<file path="src/rtl/neuron_mac_seq.sv">
// neuron_mac_seq: sequences weight/input ROM reads and computes one fully-connected layer,
// streaming one saturated (optionally ReLU'd) fixed-point result per neuron over valid/ready.
module neuron_mac_seq #(
  parameter int ADDR_WIDTH = 16,
  parameter int DATA_WIDTH = 16,
  parameter int FRAC_BITS  = 8,
  parameter int N_INPUTS   = 784,
  parameter int N_NEURONS  = 10,
  parameter int BIAS_BASE  = N_NEURONS * N_INPUTS,
  parameter int ACC_WIDTH  = 42,
  parameter int RELU       = 1,
  localparam int IW        = (N_NEURONS > 1) ? $clog2(N_NEURONS) : 1
) (
  input  logic                  clk,
  input  logic                  rst_n,
  input  logic                  start,
  output logic                  busy,
  output logic                  done,
  output logic [ADDR_WIDTH-1:0] w_addr,
  input  logic [DATA_WIDTH-1:0] w_q,
  output logic [ADDR_WIDTH-1:0] x_addr,
  input  logic [DATA_WIDTH-1:0] x_q,
  output logic                  y_valid,
  input  logic                  y_ready,
  output logic [DATA_WIDTH-1:0] y_data,
  output logic [IW-1:0]         y_index
);
  typedef enum logic [2:0] {IDLE, FETCH, BIAS, FIN, OUT} state_t;
  localparam logic signed [ACC_WIDTH-1:0] SMAX = {{(ACC_WIDTH-DATA_WIDTH+1){1'b0}}, {(DATA_WIDTH-1){1'b1}}};
  localparam logic signed [ACC_WIDTH-1:0] SMIN = ~SMAX;
  state_t                         r_state;
  logic [ADDR_WIDTH-1:0]          r_wp;
  logic [ADDR_WIDTH-1:0]          r_k;
  logic [IW-1:0]                  r_j;
  logic                           r_dv;
  logic signed [ACC_WIDTH-1:0]    r_acc;
  logic signed [2*DATA_WIDTH-1:0] w_prod;
  logic signed [ACC_WIDTH-1:0]    w_prod_x;
  logic signed [ACC_WIDTH-1:0]    w_bias;
  logic signed [ACC_WIDTH-1:0]    w_sum;
  logic signed [ACC_WIDTH-1:0]    w_shr;
  logic [DATA_WIDTH-1:0]          w_res;
  assign w_prod   = $signed(w_q) * $signed(x_q);
  assign w_prod_x = {{(ACC_WIDTH-2*DATA_WIDTH){w_prod[2*DATA_WIDTH-1]}}, w_prod};
  // bias is aligned to the product's 2*FRAC_BITS scale before the final shift
  assign w_bias   = {{(ACC_WIDTH-DATA_WIDTH){w_q[DATA_WIDTH-1]}}, w_q} <<< FRAC_BITS;
  assign w_sum    = r_acc + w_bias;
  assign w_shr    = w_sum >>> FRAC_BITS;
  assign w_res    = (RELU != 0 && w_shr[ACC_WIDTH-1]) ? '0 :
                    (w_shr > SMAX) ? SMAX[DATA_WIDTH-1:0] :
                    (w_shr < SMIN) ? SMIN[DATA_WIDTH-1:0] : w_shr[DATA_WIDTH-1:0];
  assign busy   = r_state != IDLE;
  assign w_addr = (r_state == FETCH) ? r_wp :
                  (r_state == IDLE) ? '0 : ADDR_WIDTH'(BIAS_BASE) + ADDR_WIDTH'(r_j);
  assign x_addr = (r_state == FETCH) ? r_k : '0;
  always_ff @(posedge clk or negedge rst_n) begin
    if (!rst_n) begin
      r_state <= IDLE;
      r_wp    <= '0;
      r_k     <= '0;
      r_j     <= '0;
      r_dv    <= 1'b0;
      r_acc   <= '0;
      done    <= 1'b0;
      y_valid <= 1'b0;
      y_data  <= '0;
      y_index <= '0;
    end else begin
      r_dv <= r_state == FETCH;
      done <= 1'b0;
      if (r_dv) r_acc <= r_acc + w_prod_x;
      case (r_state)
        IDLE: if (start) begin
          r_j     <= '0;
          r_k     <= '0;
          r_wp    <= '0;
          r_acc   <= '0;
          r_state <= FETCH;
        end
        FETCH: begin
          r_wp <= r_wp + 1'b1;
          r_k  <= r_k + 1'b1;
          if (r_k == ADDR_WIDTH'(N_INPUTS - 1)) r_state <= BIAS;
        end
        BIAS: r_state <= FIN;
        FIN: begin
          y_data  <= w_res;
          y_index <= r_j;
          y_valid <= 1'b1;
          r_state <= OUT;
        end
        OUT: if (y_ready) begin
          y_valid <= 1'b0;
          if (r_j == IW'(N_NEURONS - 1)) begin
            done    <= 1'b1;
            r_state <= IDLE;
          end else begin
            r_j     <= r_j + 1'b1;
            r_k     <= '0;
            r_acc   <= '0;
            r_state <= FETCH;
          end
        end
        default: r_state <= IDLE;
      endcase
    end
  end
endmodule

</file>
<file path="config.mk">
export PLATFORM = sky130hd
export DESIGN_NAME = neuron_mac_seq
export DESIGN_NICKNAME = d
export VERILOG_FILES = /design/src/rtl/neuron_mac_seq.sv
export SDC_FILE = /design/constraint.sdc
export NUM_CORES = 1
export LEC_CHECK = 0
export CORE_MARGIN = 4
export CORE_UTILIZATION = 60
export CTS_BUF_LIST = sky130_fd_sc_hd__clkbuf_2
export DETAILED_ROUTE_END_ITERATION = 10
export GPL_TIMING_DRIVEN = 0
export HOLD_SLACK_MARGIN = 0.05
export PLACE_DENSITY = 0.79
export REMOVE_ABC_BUFFERS = 1
export SYNTH_ARGS = -nofsm -noshare
export SYNTH_HDL_FRONTEND = slang
export SYNTH_SLANG_ARGS = --single-unit
</file>
<file path="constraint.sdc">
create_clock -name clk -period 13.8 [get_ports clk]
set_input_delay 2.07 -clock clk [delete_from_list [all_inputs] [get_ports clk]]
set_output_delay 2.07 -clock clk [all_outputs]
set_load 0.02 [all_outputs]
</file>
==> results.toml, run 1 <==
[synthesis]
ys_types = 81
postSynthAreaPerCell_um2 = 9.100
postSynthCellCount = 2175
synth_top_family_by_area = "adder cells"
ys_seq_area_share_pct = 13.15
yosys_register_bits = 104
ys.flop_type = "dfrtp_1"
syn_area_um2 = 19790
async_flop_share_pct = 100.0
synthSimpleGateAreaFrac_pct = 15.13
muxShareOfSynthArea_pct = 2.307
synth_edf_count = 0
synth-compound-area-share_pct = 12.49
synth-xor-area-share_pct = 2.655
synthAdderAreaFrac_pct = 44.15
ys_warn_count = 0

[drt]
dr.pass1.iters = 6
post_drt_wl_per_cell_um = 17.21
via_count = 15170
routed_wl_um = 45550
drc = 0
wl_met3_um = 1794
ant_nets = 0
drtIter0Drc = 876
top_layer_used = "met4"
via_per_inst = 5.732
wl_met1_um = 19110
wl_met2_um = 23610

[clock_tree]
cts_buffer_depth = 2
cts_sinks = 104
clock_latency_ns = 0.69
cts_tree = "yes"
htree_levels = 3
clockRootBuffer = "clkbuf_2"
cts_hold_buf = 0
cts_made_buffers = 9
post_cts_buffers = 0
post_cts_resize_count = 0
path_clk_slew_ns = 0.33

[timing]
rsz0062_at_grt = "no"
clock_skew_ns = 0.04434
max_freq_mhz = 111.7
drv_slew = 0
finalCritPeriodShare_pct = 64.90
tns_ns = 0
layout_setup_ws_ns = 4.844
relSlewSlack_pct = 20.51
period_needed_ns = 8.956
finalSetupViolations = 0
hold_viol_final = 0
worst_slew_pin_slew_ns = 1.192

[critical_path]
path_cells = "clkdlybuf4s50_1 > nand2_1 > inv_1 > fa_2 > inv_1 > fa_1 > fa_1 > inv_1 > fa_1 > fa_1 > inv_1 > fa_1 > inv_1 > ha_1 > nand2_1 > a21oi_1 > a221oi_1 > nand3_1 > a31oi_1 > o211ai_1 > o211ai_1 > mux2i_1 > o31ai_1"
cp_slowest_cell = "fa_1"
endpoint_kind = "flop"
reg2reg_slack_ns = 7.74
worstReg2RegStart = "r_acc[15]"
cp_data_required_time_ns = 14.37
worstReg2RegEnd = "r_acc[41]"
worstSetupStartpointType = "input pin"
crit_arrival_ns = 9.53
worstPathMaxFanout = 16
crit_path_max_incr_delay_ns = 0.87
critPathKind = "in -> reg"
reg2regPathDepth = 19

[global_routing]
grt_max_degree = 64
track_usage_pct = 26.42
grt_pass1_vias = 16150
antenna_found_initial = 1
grt_pass1_wl_um = 78920
grt_overflow = 0

[hold_path]
hp-class = "reg -> reg"
min-delay-start = "r_wp[15]"
min_to = "r_wp[15]"
holdPathStages = 1

[die]
io_pins = 91
start_util_pct = 60.83
core-area_um2 = 32540
die_h_um = 189.6
die_area_um2 = 35960
die_w_um = 189.6
rows = 66

[placement]
place_congestion = 0.9184
placedCellCount = 2629
io_buffers = 90
place_ws_ns = 4.188
dp.final_hpwl_um = 36920

[job]
drv_cap = 0

[layout]
final-seq-area_um2 = 2604
num-nets-final = 2730
layout_commonest_cell = "inv_1"
layout_common_cells = "inv_1, fa_1, nand2_1"
drive_gt1_share_pct = 3.085
fillers = 2721
syn_to_final_growth_pct = 6.967
layout.cells.non_filler = 2647
multi_input_area_um2 = 15230

[status]
status = "finished, final reports clean"
[worst max-delay path by stage]
stage,depth (start not counted),from,to,slack (ns)
floorplan,20,x_q[1],r_acc[36],5.86
global placement,20,w_q[15],r_acc[39],3.20
detailed placement,20,x_q[1],r_acc[41],4.19
CTS,23,x_q[1],r_acc[41],4.88
global route,21,x_q[1],r_acc[40],4.49
finish,23,x_q[1],r_acc[41],4.84
[state kept, by name (all words and copies together) (netlist names)]
signal	flops
r_acc	42
r_k	16
r_wp	16
y_data	16
r_j	4
y_index	4
r_state	3
done	1
r_dv	1
y_valid	1
[synth_stat cells, types with 4 or more instances]
library cell	n	share of area, %
a2111o_1	4	0.23
a211o_1	8	0.35
a211oi_1	19	0.72
a21o_1	36	1.4
a21oi_1	79	2.0
a21oi_2	5	0.22
a221o_1	4	0.20
a22o_1	5	0.22
a31oi_1	17	0.54
a41oi_1	6	0.27
a41oi_2	10	0.82
and2_1	144	4.6
and3_1	20	0.63
and4_1	5	0.22
buf_1	8	0.15
buf_2	6	0.15
clkbuf_1	66	1.3
dfrtp_1	104	13
fa_1	339	34
ha_1	156	9.9
inv_1	443	8.4
mux2_2	4	0.23
mux2i_1	40	2.0
nand2_1	192	3.6
nand2b_1	5	0.16
nand3_1	34	0.86
nand3b_1	5	0.19
nand4_1	18	0.57
nor2_1	106	2.0
nor2b_1	9	0.28
nor3_1	23	0.58
nor4_1	6	0.19
o2111ai_1	7	0.31
o211ai_1	11	0.42
o21a_1	8	0.30
o21ai_0	68	1.7
o21ai_1	7	0.18
o21bai_1	12	0.46
o22ai_1	6	0.19
o31ai_1	4	0.15
or3_1	14	0.44
xnor2_1	36	1.6
xor2_1	24	1.1
[layout make-up]
cell class | count | share of cell area [%]
well taps | 442 | 2.612
diodes | 1 | 0.01182
clock buffers | 9 | 0.2128
inverters | 443 | 7.855
flip-flops and latches | 104 | 12.30
multi-input cells | 1546 | 71.92
clock inverters | 7 | 0.4019
repair buffers | 95 | 4.687
[critical path: cells and delay by family]
kind                       cells  cell delay [ns]
AOI/OAI and AO/OA              6             1.64
adders and majority gates      7             3.76
buffers and inverters          6             1.16
muxes                          1             0.13
and+or+nand+nor                3             0.75
[stage by stage]
stage	hold WS (ns)	util (%)	area, um^2
2_1_floorplan	0.4424	-	19450
3_3_place_gp	0.4654	64.26	20910
3_5_place_dp	0.4818	64.61	21020
4_1_cts	0.5104	65.01	21150
5_1_grt	0.5414	65.07	21170
6_report	0.5104	65.07	21170
[logic make-up after synthesis]
| logic type | after synthesis |
|---|---|
| compound gates | 349 |
| xor+xnor | 60 |
| fa+ha+maj | 495 |
| buf+inv | 525 |
| flops | 104 |
| mux | 45 |
| simple gates | 597 |
[routing by layer]
layer	global-route usage, %	vias up
met5	0	-
met1	35.02	7686
met4	6.817	0
met3	2.734	91
li1	-	7009
met2	46.92	386
Power of run 1 is left out: the tool's default activity adds up to more than one toggle a clock period on the data nets, which glitch-free logic cannot reach.
==> inputs of run 2 (changes only) <==
Settings changed: CORE_UTILIZATION 60 to 58, PLACE_DENSITY 0.79 to 0.8.
Clock period 13.8 ns to 8 ns, I/O delays scaled along.
==> results.toml, run 2 (same netlist as run 1, synthesis figures left out) <==
[timing]
rsz0062_at_grt = "no"
hold_viol_final = 0
relSlewSlack_pct = 16.50
finalCritPeriodShare_pct = 96.62
max_freq_mhz = 129.4
finalSetupViolations = 0
period_needed_ns = 7.730
drv_slew = 0
clock_skew_ns = 0.05137
worst_slew_pin_slew_ns = 1.244
layout_setup_ws_ns = 0.2701

[critical_path]
worstSetupStartpointType = "input pin"
critPathKind = "in -> reg"
cp_data_required_time_ns = 8.56
crit_path_max_incr_delay_ns = 0.86
critical-path-top-delay-family = "adder cells"
cp.buffers_inverters = 5
crit_top_cell = "fa_1"
worstPathMaxFanout = 17
crit_arrival_ns = 8.29
path_cells = "clkdlybuf4s50_1 > and2_1 > fa_1 > inv_1 > fa_1 > fa_1 > inv_1 > fa_1 > fa_1 > inv_1 > fa_1 > inv_1 > ha_1 > a211oi_1 > o21ai_0 > a221oi_1 > nand3_1 > a31oi_2 > o211ai_1 > o211ai_1 > mux2i_1 > o31ai_1"
endpoint_kind = "flop"
cp_slowest_cell = "clkdlybuf4s50_1"

[die]
io_pins = 91
die_w_um = 192.7
rows = 67
start_util_pct = 58.88
die_h_um = 192.7
die_area_um2 = 37140
core-area_um2 = 33620

[drt]
post_drt_wl_per_cell_um = 17.40
via_count = 15200
routed_wl_um = 46160
drc = 0
dr.pass1.iters = 5
drtIter0Drc = 912
via_per_inst = 5.731
ant_nets = 0

[global_routing]
grt_overflow = 0
grt_pass1_wl_um = 78550
grt_max_degree = 58
grt_pass1_vias = 16030
antenna_found_initial = 1
track_usage_pct = 25.81

[layout]
syn_to_final_growth_pct = 7.112
layout_commonest_cell = "inv_1"
layout_common_cells = "inv_1, fa_1, nand2_1"
largest_register_ffs = 42
drive_gt1_share_pct = 3.176
layout.cells.non_filler = 2653
regMostFlops = "r_acc"
num-nets-final = 2730

[clock_tree]
cts_sinks = 104
clockRootBuffer = "clkbuf_2"
cts_hold_buf = 0
path_clk_slew_ns = 0.35
cts_made_buffers = 9
cts_buffer_depth = 2
clock_latency_ns = 0.65
htree_levels = 3
cts_tree = "yes"
post_cts_buffers = 0

[placement]
place_congestion = 0.9417
placedCellCount = 2635
place_ws_ns = -0.7913
dp.final_hpwl_um = 37650
io_buffers = 90

[status]
status = "finished, final reports clean"

[job]
drv_cap = 0

[hold_path]
hp-class = "in -> async"
## run 2: cell types whose count changed in the layout (fill, tap and decap cells not counted), sizes merged
cell and change:
dlymetal6s2s +14, clkinvlp +1, clkdlybuf4s50 -14, buf -1
## run 2: final timing paths
path / startpoint / depth (start not counted) / end / slack (ns)
hold / removal: rst_n / 1 / y_data[12] / 0.51
setup reg to reg: r_acc[15] / 19 / r_acc[41] / 2.00
min in group clk: r_wp[15] / 1 / r_wp[15] / 0.52
setup / recovery: w_q[10] / 22 / r_acc[41] / 0.27
max in group asynchronous: rst_n / 2 / r_acc[17] / 6.76
hold reg to reg: r_wp[15] / 1 / r_wp[15] / 0.52
## run 2: stage by stage
| stage | utilization (%) | cell area [um^2] | setup TNS [ns] | hold slack (ns) |
|---|---|---|---|---|
| floorplan | - | 19450 | 0 | 0.4424 |
| global placement | 62.21 | 20910 | -28.37 | 0.4761 |
| detailed placement | 62.52 | 21020 | -8.231 | 0.4713 |
| CTS | 62.90 | 21140 | 0 | 0.4885 |
| global route | 63.06 | 21200 | 0 | 0.5015 |
| finish | 63.06 | 21200 | 0 | 0.5078 |
## run 2: what timing repair did
action                                  4_1_cts  5_1_grt
resized for setup                             1       16
cloned                                        0        1
endpoints found under the setup margin        3       13
pin swaps                                     0        0
## run 2: worst reg2reg max path: stages, from the launching register on
cell,delay [ns]
dfrtp_1,0.47
inv_1,0.10
fa_1,0.50
inv_1,0.05
fa_1,0.43
fa_1,0.53
fa_1,0.56
inv_1,0.05
fa_1,0.49
inv_1,0.05
ha_1,0.35
a211oi_1,0.22
o21ai_0,0.13
a221oi_1,0.37
nand3_1,0.35
a31oi_2,0.49
o211ai_1,0.17
o211ai_1,0.20
mux2i_1,0.14
o31ai_1,0.24
## run 2: layer usage
metal / global-route usage (%) / up-vias / routed length, um
met3: 2.334 / 98 / 2048
met4: 6.775 / 0 / 1081
met1: 33.80 / 7678 / 19190
li1: - / 7001 / -
met5: 0 / - / 0
met2: 46.21 / 427 / 23840
## run 2: cell type report
class	instances	area [um^2]
clock inverter	7	73.82
tap	448	560.5
clock buffer	9	45.04
fill	2796	12420
timing repair buffer	94	1010
inverter	443	1667
sequential	104	2604
multi-input combinational	1546	15230
antenna	1	2.502
timing repair inverter	1	5.005
Power of run 2 is left out for the same reason.
